==> config.mk <==
export PLATFORM = sky130hd
export DESIGN_NAME = adc_window_sum
export DESIGN_NICKNAME = d
export VERILOG_FILES = /design/src/rtl/adc_window_sum.sv
export SDC_FILE = /design/constraint.sdc
export NUM_CORES = 2
export LEC_CHECK = 0
export BUFFER_PORTS_ARGS = -buffer_cell sky130_fd_sc_hd__buf_4
export CORE_ASPECT_RATIO = 1.1
export CORE_MARGIN = 2
export CORE_UTILIZATION = 50
export CTS_BUF_LIST = sky130_fd_sc_hd__clkbuf_8
export CTS_CLUSTER_DIAMETER = 100
export DETAILED_ROUTE_END_ITERATION = 6
export PLACE_DENSITY_LB_ADDON = 0.3
export SETUP_SLACK_MARGIN = 0.4
export SYNTH_ARGS = -nofsm -noshare
export SYNTH_HDL_FRONTEND = slang
export SYNTH_SLANG_ARGS = --single-unit
==> constraint.sdc <==
create_clock -name clk -period 7.45 [get_ports clk]
set_input_delay 0 -clock clk [delete_from_list [all_inputs] [get_ports clk]]
set_output_delay 0 -clock clk [all_outputs]
set_load 0.1 [all_outputs]
==> src/rtl/adc_window_sum.sv <==
// adc_window_sum: moving-window accumulator over the last W ADC samples.
// Optional absolute-deviation mode sums |data_in - MIDSCALE| instead of raw codes.
//
// Handshake: a sample is accepted on a rising clk edge when data_valid is high
// while busy (FILL or RUN), start is high and clear is low; sum_valid is a
// one-cycle strobe marking the cycle in which sum_out was updated.
module adc_window_sum #(
  parameter int DATA_W   = 10,
  parameter int MAX_WIN  = 255,
  parameter int MIDSCALE = 512
) (
  input  logic              clk,
  input  logic              reset_n,
  input  logic              start,
  input  logic              clear,
  input  logic [7:0]        window_width,
  input  logic              absolute_value,
  input  logic [DATA_W-1:0] data_in,
  input  logic              data_valid,
  output logic [31:0]       sum_out,
  output logic              sum_valid,
  output logic              busy,
  output logic [1:0]        state_dbg
);

  localparam int XW    = DATA_W + 1;
  localparam int ACC_W = 18;
  localparam logic [XW-1:0] MID_S = XW'(MIDSCALE);

  typedef enum logic [1:0] {
    S_IDLE = 2'd0,
    S_FILL = 2'd1,
    S_RUN  = 2'd2
  } state_t;

  state_t             state_q, state_d;
  logic [ACC_W-1:0]   acc_q;
  logic [ACC_W-1:0]   sum_q;
  logic               sum_valid_q;
  logic [7:0]         ptr_q;
  logic [7:0]         fill_cnt_q;
  logic [7:0]         we_q;
  logic               abs_q;

  // The buffer holds raw codes; the term is recomputed on read with the
  // latched mode, so an abs term of MIDSCALE never needs an extra bit.
  logic [DATA_W-1:0]  buf_mem [MAX_WIN];

  logic               accept;
  logic               fill_last;
  logic [XW-1:0]      x_new;
  logic [XW-1:0]      x_old;
  logic [ACC_W-1:0]   acc_next;
  logic [7:0]         ptr_next;

  // Sample term: raw code or |d - MIDSCALE| in DATA_W+1 signed arithmetic.
  function automatic logic [XW-1:0] term(input logic [DATA_W-1:0] d, input logic m);
    logic signed [XW-1:0] diff;
    logic [XW-1:0]        res;
    diff = $signed({1'b0, d}) - $signed(MID_S);
    if (!m) res = {1'b0, d};
    else if (diff[XW-1]) res = $unsigned(-diff);
    else res = $unsigned(diff);
    return res;
  endfunction

  assign accept    = !clear && start && data_valid && (state_q != S_IDLE);
  assign fill_last = ({1'b0, fill_cnt_q} + 9'd1) == {1'b0, we_q};
  assign x_new     = term(data_in, abs_q);
  // Slot at ptr is stale during FILL, so its contribution is forced to zero.
  assign x_old     = (state_q == S_RUN) ? term(buf_mem[ptr_q], abs_q) : '0;
  assign acc_next  = acc_q + ACC_W'(x_new) - ACC_W'(x_old);
  assign ptr_next  = (ptr_q == we_q - 8'd1) ? 8'd0 : ptr_q + 8'd1;

  assign sum_out   = {{(32-ACC_W){1'b0}}, sum_q};
  assign sum_valid = sum_valid_q;
  assign busy      = (state_q != S_IDLE);
  assign state_dbg = state_q;

  // State register.
  always_ff @(posedge clk or negedge reset_n) begin
    if (!reset_n) state_q <= S_IDLE;
    else          state_q <= state_d;
  end

  // Next-state logic; clear dominates, start low always returns to IDLE.
  always_comb begin
    state_d = state_q;
    if (clear) begin
      state_d = S_IDLE;
    end else begin
      case (state_q)
        S_IDLE:  if (start) state_d = S_FILL;
        S_FILL:  if (!start) state_d = S_IDLE;
                 else if (data_valid && fill_last) state_d = S_RUN;
        S_RUN:   if (!start) state_d = S_IDLE;
        default: state_d = S_IDLE;
      endcase
    end
  end

  // Window datapath: accumulator, pointer, fill count, config latch, output sum.
  always_ff @(posedge clk or negedge reset_n) begin
    if (!reset_n) begin
      acc_q       <= '0;
      ptr_q       <= '0;
      fill_cnt_q  <= '0;
      we_q        <= 8'd1;
      abs_q       <= 1'b0;
      sum_q       <= '0;
      sum_valid_q <= 1'b0;
    end else if (clear) begin
      acc_q       <= '0;
      ptr_q       <= '0;
      fill_cnt_q  <= '0;
      sum_q       <= '0;
      sum_valid_q <= 1'b0;
    end else if (state_q == S_IDLE) begin
      acc_q       <= '0;
      ptr_q       <= '0;
      fill_cnt_q  <= '0;
      sum_valid_q <= 1'b0;
      if (start) begin
        we_q  <= (window_width == 8'd0) ? 8'd1 : window_width;
        abs_q <= absolute_value;
      end
    end else if (!start) begin
      acc_q       <= '0;
      ptr_q       <= '0;
      fill_cnt_q  <= '0;
      sum_valid_q <= 1'b0;
    end else if (data_valid) begin
      acc_q <= acc_next;
      ptr_q <= ptr_next;
      if (state_q == S_FILL) fill_cnt_q <= fill_cnt_q + 8'd1;
      if (state_q == S_RUN || fill_last) begin
        sum_q       <= acc_next;
        sum_valid_q <= 1'b1;
      end else begin
        sum_valid_q <= 1'b0;
      end
    end else begin
      sum_valid_q <= 1'b0;
    end
  end

  // Sample buffer write; contents survive reset and are refilled before use.
  always_ff @(posedge clk) begin
    if (accept) buf_mem[ptr_q] <= data_in;
  end

endmodule

==> qor.log <==
[status] run status complete, no violations
[global_routing] GR Util met1 34.7%
[clock_tree] clock buffer count from CTS 400
[clock_tree] TritonCTS clock tree yes
[synthesis] most numerous cell types in the synthesized netlist sky130_fd_sc_hd__edfxtp_1, sky130_fd_sc_hd__mux4_2, sky130_fd_sc_hd__nor2_1
[route] number of vias per cell after detailed routing 6.29
[final_layout] Post-Layout Inst Area 115000 µm²
[sta] Final min period 6.86 ns
[synthesis] EDFF count, synth 2550
[global_routing] initial antenna violation count 8
[synthesis] share of flip-flops with an asynchronous set or reset 2.45%
[synthesis] post-synth top area cell sky130_fd_sc_hd__edfxtp_1
[floorplanning] DIE WIDTH 435 µm
[global_routing] largest net degree at the start of global routing 195
[floorplanning] placeable core region 204000 µm²
[job] max-cap violations 0
[sta] post-route worst hold slack 0.0691 ns
[sta] final count of hold timing violations 0
[floorplanning] Cell Rows 174
[critical_path] launch point of the worst reg-to-reg path ptr_q[3]
[sta] max-slew violations 0
[critical_path] Register-to-Register Path Depth 23
[critical_path] worst reg2reg setup slack 0.59 ns
[floorplanning] count of pins on the block boundary 60
[clock_tree] count of H-tree levels built during CTS 5
[power_and_ir_drop] Power, Total 0.0280 W
[global_routing] busiest grt layer met2
[critical_path] r2r endpoint acc_q[17]
[min_path] kind of path behind the tightest hold check in -> reg
[global_routing] leftover overflow at the end of global routing 0
[sta] share of the clock period used by the worst path after layout 92.1%
[synthesis] commonest register cell after synthesis sky130_fd_sc_hd__edfxtp_1
[final_layout] register cell area after layout 78200 µm²
[sta] achievable clock frequency 146 MHz
[min_path] start point of the worst hold path data_in[2]
[clock_tree] buffer type at the clock tree root sky130_fd_sc_hd__clkbuf_8
[floorplanning] full die area 208000 µm²
[power_and_ir_drop] pwr dens 243 nW/µm²
[power_and_ir_drop] worst supply voltage drop on vdd 0.191 mV
[placement] HPWL after detailed placement 158 mm
[synthesis] top-area cell type share of the netlist area 74.9%
[min_path] number of cells on the worst hold path 2
[final_layout] Area growth, synth to finish 12.8%
[placement] Setup Slack @ Placement -0.0637 ns
[final_layout] final core utilization 56.6%
[synthesis] top-count cell post-synth sky130_fd_sc_hd__edfxtp_1
[synthesis] netlist area before placement 102000 µm²
[sta] worst path setup slack after routing 0.591 ns
[route] Pre-antenna DRT Iters 6
[global_routing] GR met3 Demand/Resource 6.03%
[sta] RSZ-0062 raised after global routing true
[route] vias post-DR 52100
[floorplanning] height of the chip 478 µm
[route] Routed WL 265 mm
[clock_tree] Clock Sink Count 2614
[clock_tree] maximum count of clock buffers along a single path 4
[clock_tree] clock-pin slew of the registers on the worst-case setup and hold paths 0.06 ns
[synthesis] Synth area leaders sky130_fd_sc_hd__edfxtp_1, sky130_fd_sc_hd__mux4_2, sky130_fd_sc_hd__dfrtp_1
[route] starting DRC count in detailed routing 5820
[final_layout] number of fill cells in the layout 14900
[synthesis] Synth warnings 0
[critical_path] Crit Path Max Fanout 18
[critical_path] kind of launch point of the worst setup path register
[final_layout] layout net count 5316
[power_and_ir_drop] Leak Pwr 36.0 nW
[route] number of nets with antenna violations after routing 0
[sta] measured slew at the worst slew-check pin 1.24 ns
[global_routing] Global Route met2 Usage 39.5%
[min_path] endpoint of the worst hold-timing path buf_mem[186][2]
[final_layout] share of cells above drive strength 1 27.8%
[global_routing] first-pass GRT wire length 378 mm
[route] wire per inst 32.0 µm
[critical_path] endpoint class of the critical path register
[placement] placed inst area 107000 µm²
[critical_path] critical path class reg -> reg
[critical_path] critical path data arrival time 7.85 ns
[global_routing] vias in the first global route 52800
[global_routing] total track usage 25.3%
[synthesis] cell count after synthesis 4769
[synthesis] register bit total from synthesis 2614
[critical_path] Critical Path RT 8.44 ns
[synthesis] Synth cell types 74
[placement] final RePlAce weighted congestion 0.885
[placement] number of buffers added on ports 45
[synthesis] post-synthesis sequential area ratio 76.4%
[sta] Final setup viols 0
[clock_tree] latest clock arrival within the worst-skew pair 1.12 ns
[route] DRC violations left 0
[sta] final setup skew 0.0578 ns
[final_layout] area used by multi-input combinational logic 22900 µm²
[sta] normalized max-slew margin 16.8%
[synthesis] post-synthesis area per instance 21.5 µm²
[floorplanning] effective utilization at floorplan 50.2%
## cell type report
| type | instances | share of cell area, % |
|---|---|---|
| sequential | 2614 | 67.8 |
| multi-input combinational | 1843 | 19.8 |
| clock buffer | 411 | 4.90 |
| timing repair buffer | 361 | 3.25 |
| tap | 2728 | 2.96 |
| clock inverter | 285 | 1.19 |
| inverter | 35 | 0.116 |
| antenna | 4 | 0.00867 |
## power breakdown
group	leakage (nW)	internal (W)	switching, W
clock	4.06	0.00537	0.00539
combinational	8.13	0.000400	0.000703
sequential	23.8	0.0161	0.0000308
total	36.0	0.0219	0.00613
## repair_timing
action                                  in CTS  in global routing
endpoints found under the setup margin      16                 16
pin swaps                                    1                  6
setup buffers                                7                 24
hold buffers                                61                  0
gates cloned                                 0                  7
endpoints found under the hold margin     2039                  0
gates resized for setup                     15                 46
## worst max-delay path, cell delays in order (launching register included)
cell and delay, ns:
sky130_fd_sc_hd__dfrtp_4 0.74, sky130_fd_sc_hd__nor2b_4 0.61, sky130_fd_sc_hd__buf_4 0.34, sky130_fd_sc_hd__a22oi_1 0.18
sky130_fd_sc_hd__nand3_1 0.24, sky130_fd_sc_hd__nand2_1 0.07, sky130_fd_sc_hd__mux4_2 0.55, sky130_fd_sc_hd__o211ai_1 0.40
sky130_fd_sc_hd__inv_1 0.12, sky130_fd_sc_hd__ha_1 0.29, sky130_fd_sc_hd__o211ai_1 0.26, sky130_fd_sc_hd__fa_1 0.51
sky130_fd_sc_hd__ha_1 0.29, sky130_fd_sc_hd__a21o_1 0.17, sky130_fd_sc_hd__a21oi_2 0.19, sky130_fd_sc_hd__o21bai_2 0.10
sky130_fd_sc_hd__a2111oi_2 0.36, sky130_fd_sc_hd__buf_4 0.17, sky130_fd_sc_hd__o31a_1 0.16, sky130_fd_sc_hd__o211ai_1 0.16
sky130_fd_sc_hd__a311oi_2 0.25, sky130_fd_sc_hd__xnor2_1 0.14, sky130_fd_sc_hd__or3_1 0.31, sky130_fd_sc_hd__a21oi_1 0.14
## routing by layer
metal,vias up,wire length (µm)
met2,2979,127000
met3,524,27100
met5,-,45
met4,8,10100
li1,21100,-
met1,27600,101000
## cells by family (layout without fill, tap and decap cells)
| group | after synthesis | in the layout | synth area share (%) |
|---|---|---|---|
| DFF | 2614 | 2614 | 76.4 |
| muxes | 734 | 734 | 15.4 |
| and+or+nand+nor | 534 | 535 | 2.26 |
| AOI/OAI and AO/OA | 478 | 478 | 3.38 |
| buffers and inverters | 327 | 1092 | 1.59 |
| xor gates and xnor gates | 43 | 43 | 0.368 |
| adders and majority gates | 37 | 37 | 0.533 |
| other | 2 | 20 | 0.00734 |
## sequential cells by signal, summed over array words and instances (netlist names)
| signal | cells |
|---|---|
| abs_q | 1 |
| acc_q | 18 |
| sum_valid | 1 |
| state_dbg | 2 |
| ptr_q | 8 |
| sum_q | 18 |
| we_q | 8 |
| buf_mem | 2550 |
| fill_cnt_q | 8 |
## per-stage QoR
| step | cells | setup TNS [ns] |
|---|---|---|
| final | 8281 | 0 |
| after global routing | 8280 | 0 |
| after CTS | 8246 | 0 |
| after detailed placement | 7482 | -0.0637 |
| after global placement | 7482 | 0 |
| after floorplan | 4783 | 0 |
## worst max-delay path by stage
stage             start  slack [ns]  depth (start not counted)         to
2_1_floorplan  ptr_q[0]        1.16                         25  acc_q[17]
3_3_place_gp   ptr_q[0]        0.07                         23  acc_q[17]
3_5_place_dp   ptr_q[0]       -0.06                         23  acc_q[17]
4_1_cts        ptr_q[0]        0.45                         25  acc_q[17]
5_1_grt        ptr_q[0]        0.40                         26  sum_q[16]
6_report       ptr_q[3]        0.59                         23  acc_q[17]
## layout by cell type, fill, tap and decap left out, types with 16 or more instances in the layout
| master | netlist | final |
|---|---|---|
| sky130_fd_sc_hd__a21oi_1 | 83 | 80 |
| sky130_fd_sc_hd__inv_1 | 34 | 158 |
| sky130_fd_sc_hd__ha_1 | 26 | 26 |
| sky130_fd_sc_hd__clkinv_2 | 0 | 40 |
| sky130_fd_sc_hd__edfxtp_1 | 2550 | 2550 |
| sky130_fd_sc_hd__a22o_1 | 65 | 65 |
| sky130_fd_sc_hd__o21ai_0 | 44 | 44 |
| sky130_fd_sc_hd__a221oi_1 | 59 | 49 |
| sky130_fd_sc_hd__nand2_1 | 65 | 58 |
| sky130_fd_sc_hd__buf_4 | 51 | 235 |
| sky130_fd_sc_hd__nor2_1 | 328 | 317 |
| sky130_fd_sc_hd__nand3_1 | 41 | 37 |
| sky130_fd_sc_hd__dfrtp_1 | 63 | 60 |
| sky130_fd_sc_hd__mux4_2 | 674 | 674 |
| sky130_fd_sc_hd__xor2_1 | 18 | 18 |
| sky130_fd_sc_hd__dlygate4sd3_1 | 0 | 52 |
| sky130_fd_sc_hd__clkinv_1 | 0 | 102 |
| sky130_fd_sc_hd__o22ai_1 | 28 | 25 |
| sky130_fd_sc_hd__nor2b_1 | 18 | 16 |
| sky130_fd_sc_hd__xnor2_1 | 25 | 25 |
| sky130_fd_sc_hd__conb_1 | 2 | 16 |
| sky130_fd_sc_hd__mux2i_1 | 47 | 47 |
| sky130_fd_sc_hd__a22oi_1 | 111 | 109 |
| sky130_fd_sc_hd__clkbuf_8 | 0 | 413 |
| sky130_fd_sc_hd__buf_12 | 0 | 36 |
No activity file was read; power rests on OpenSTA's default activity.
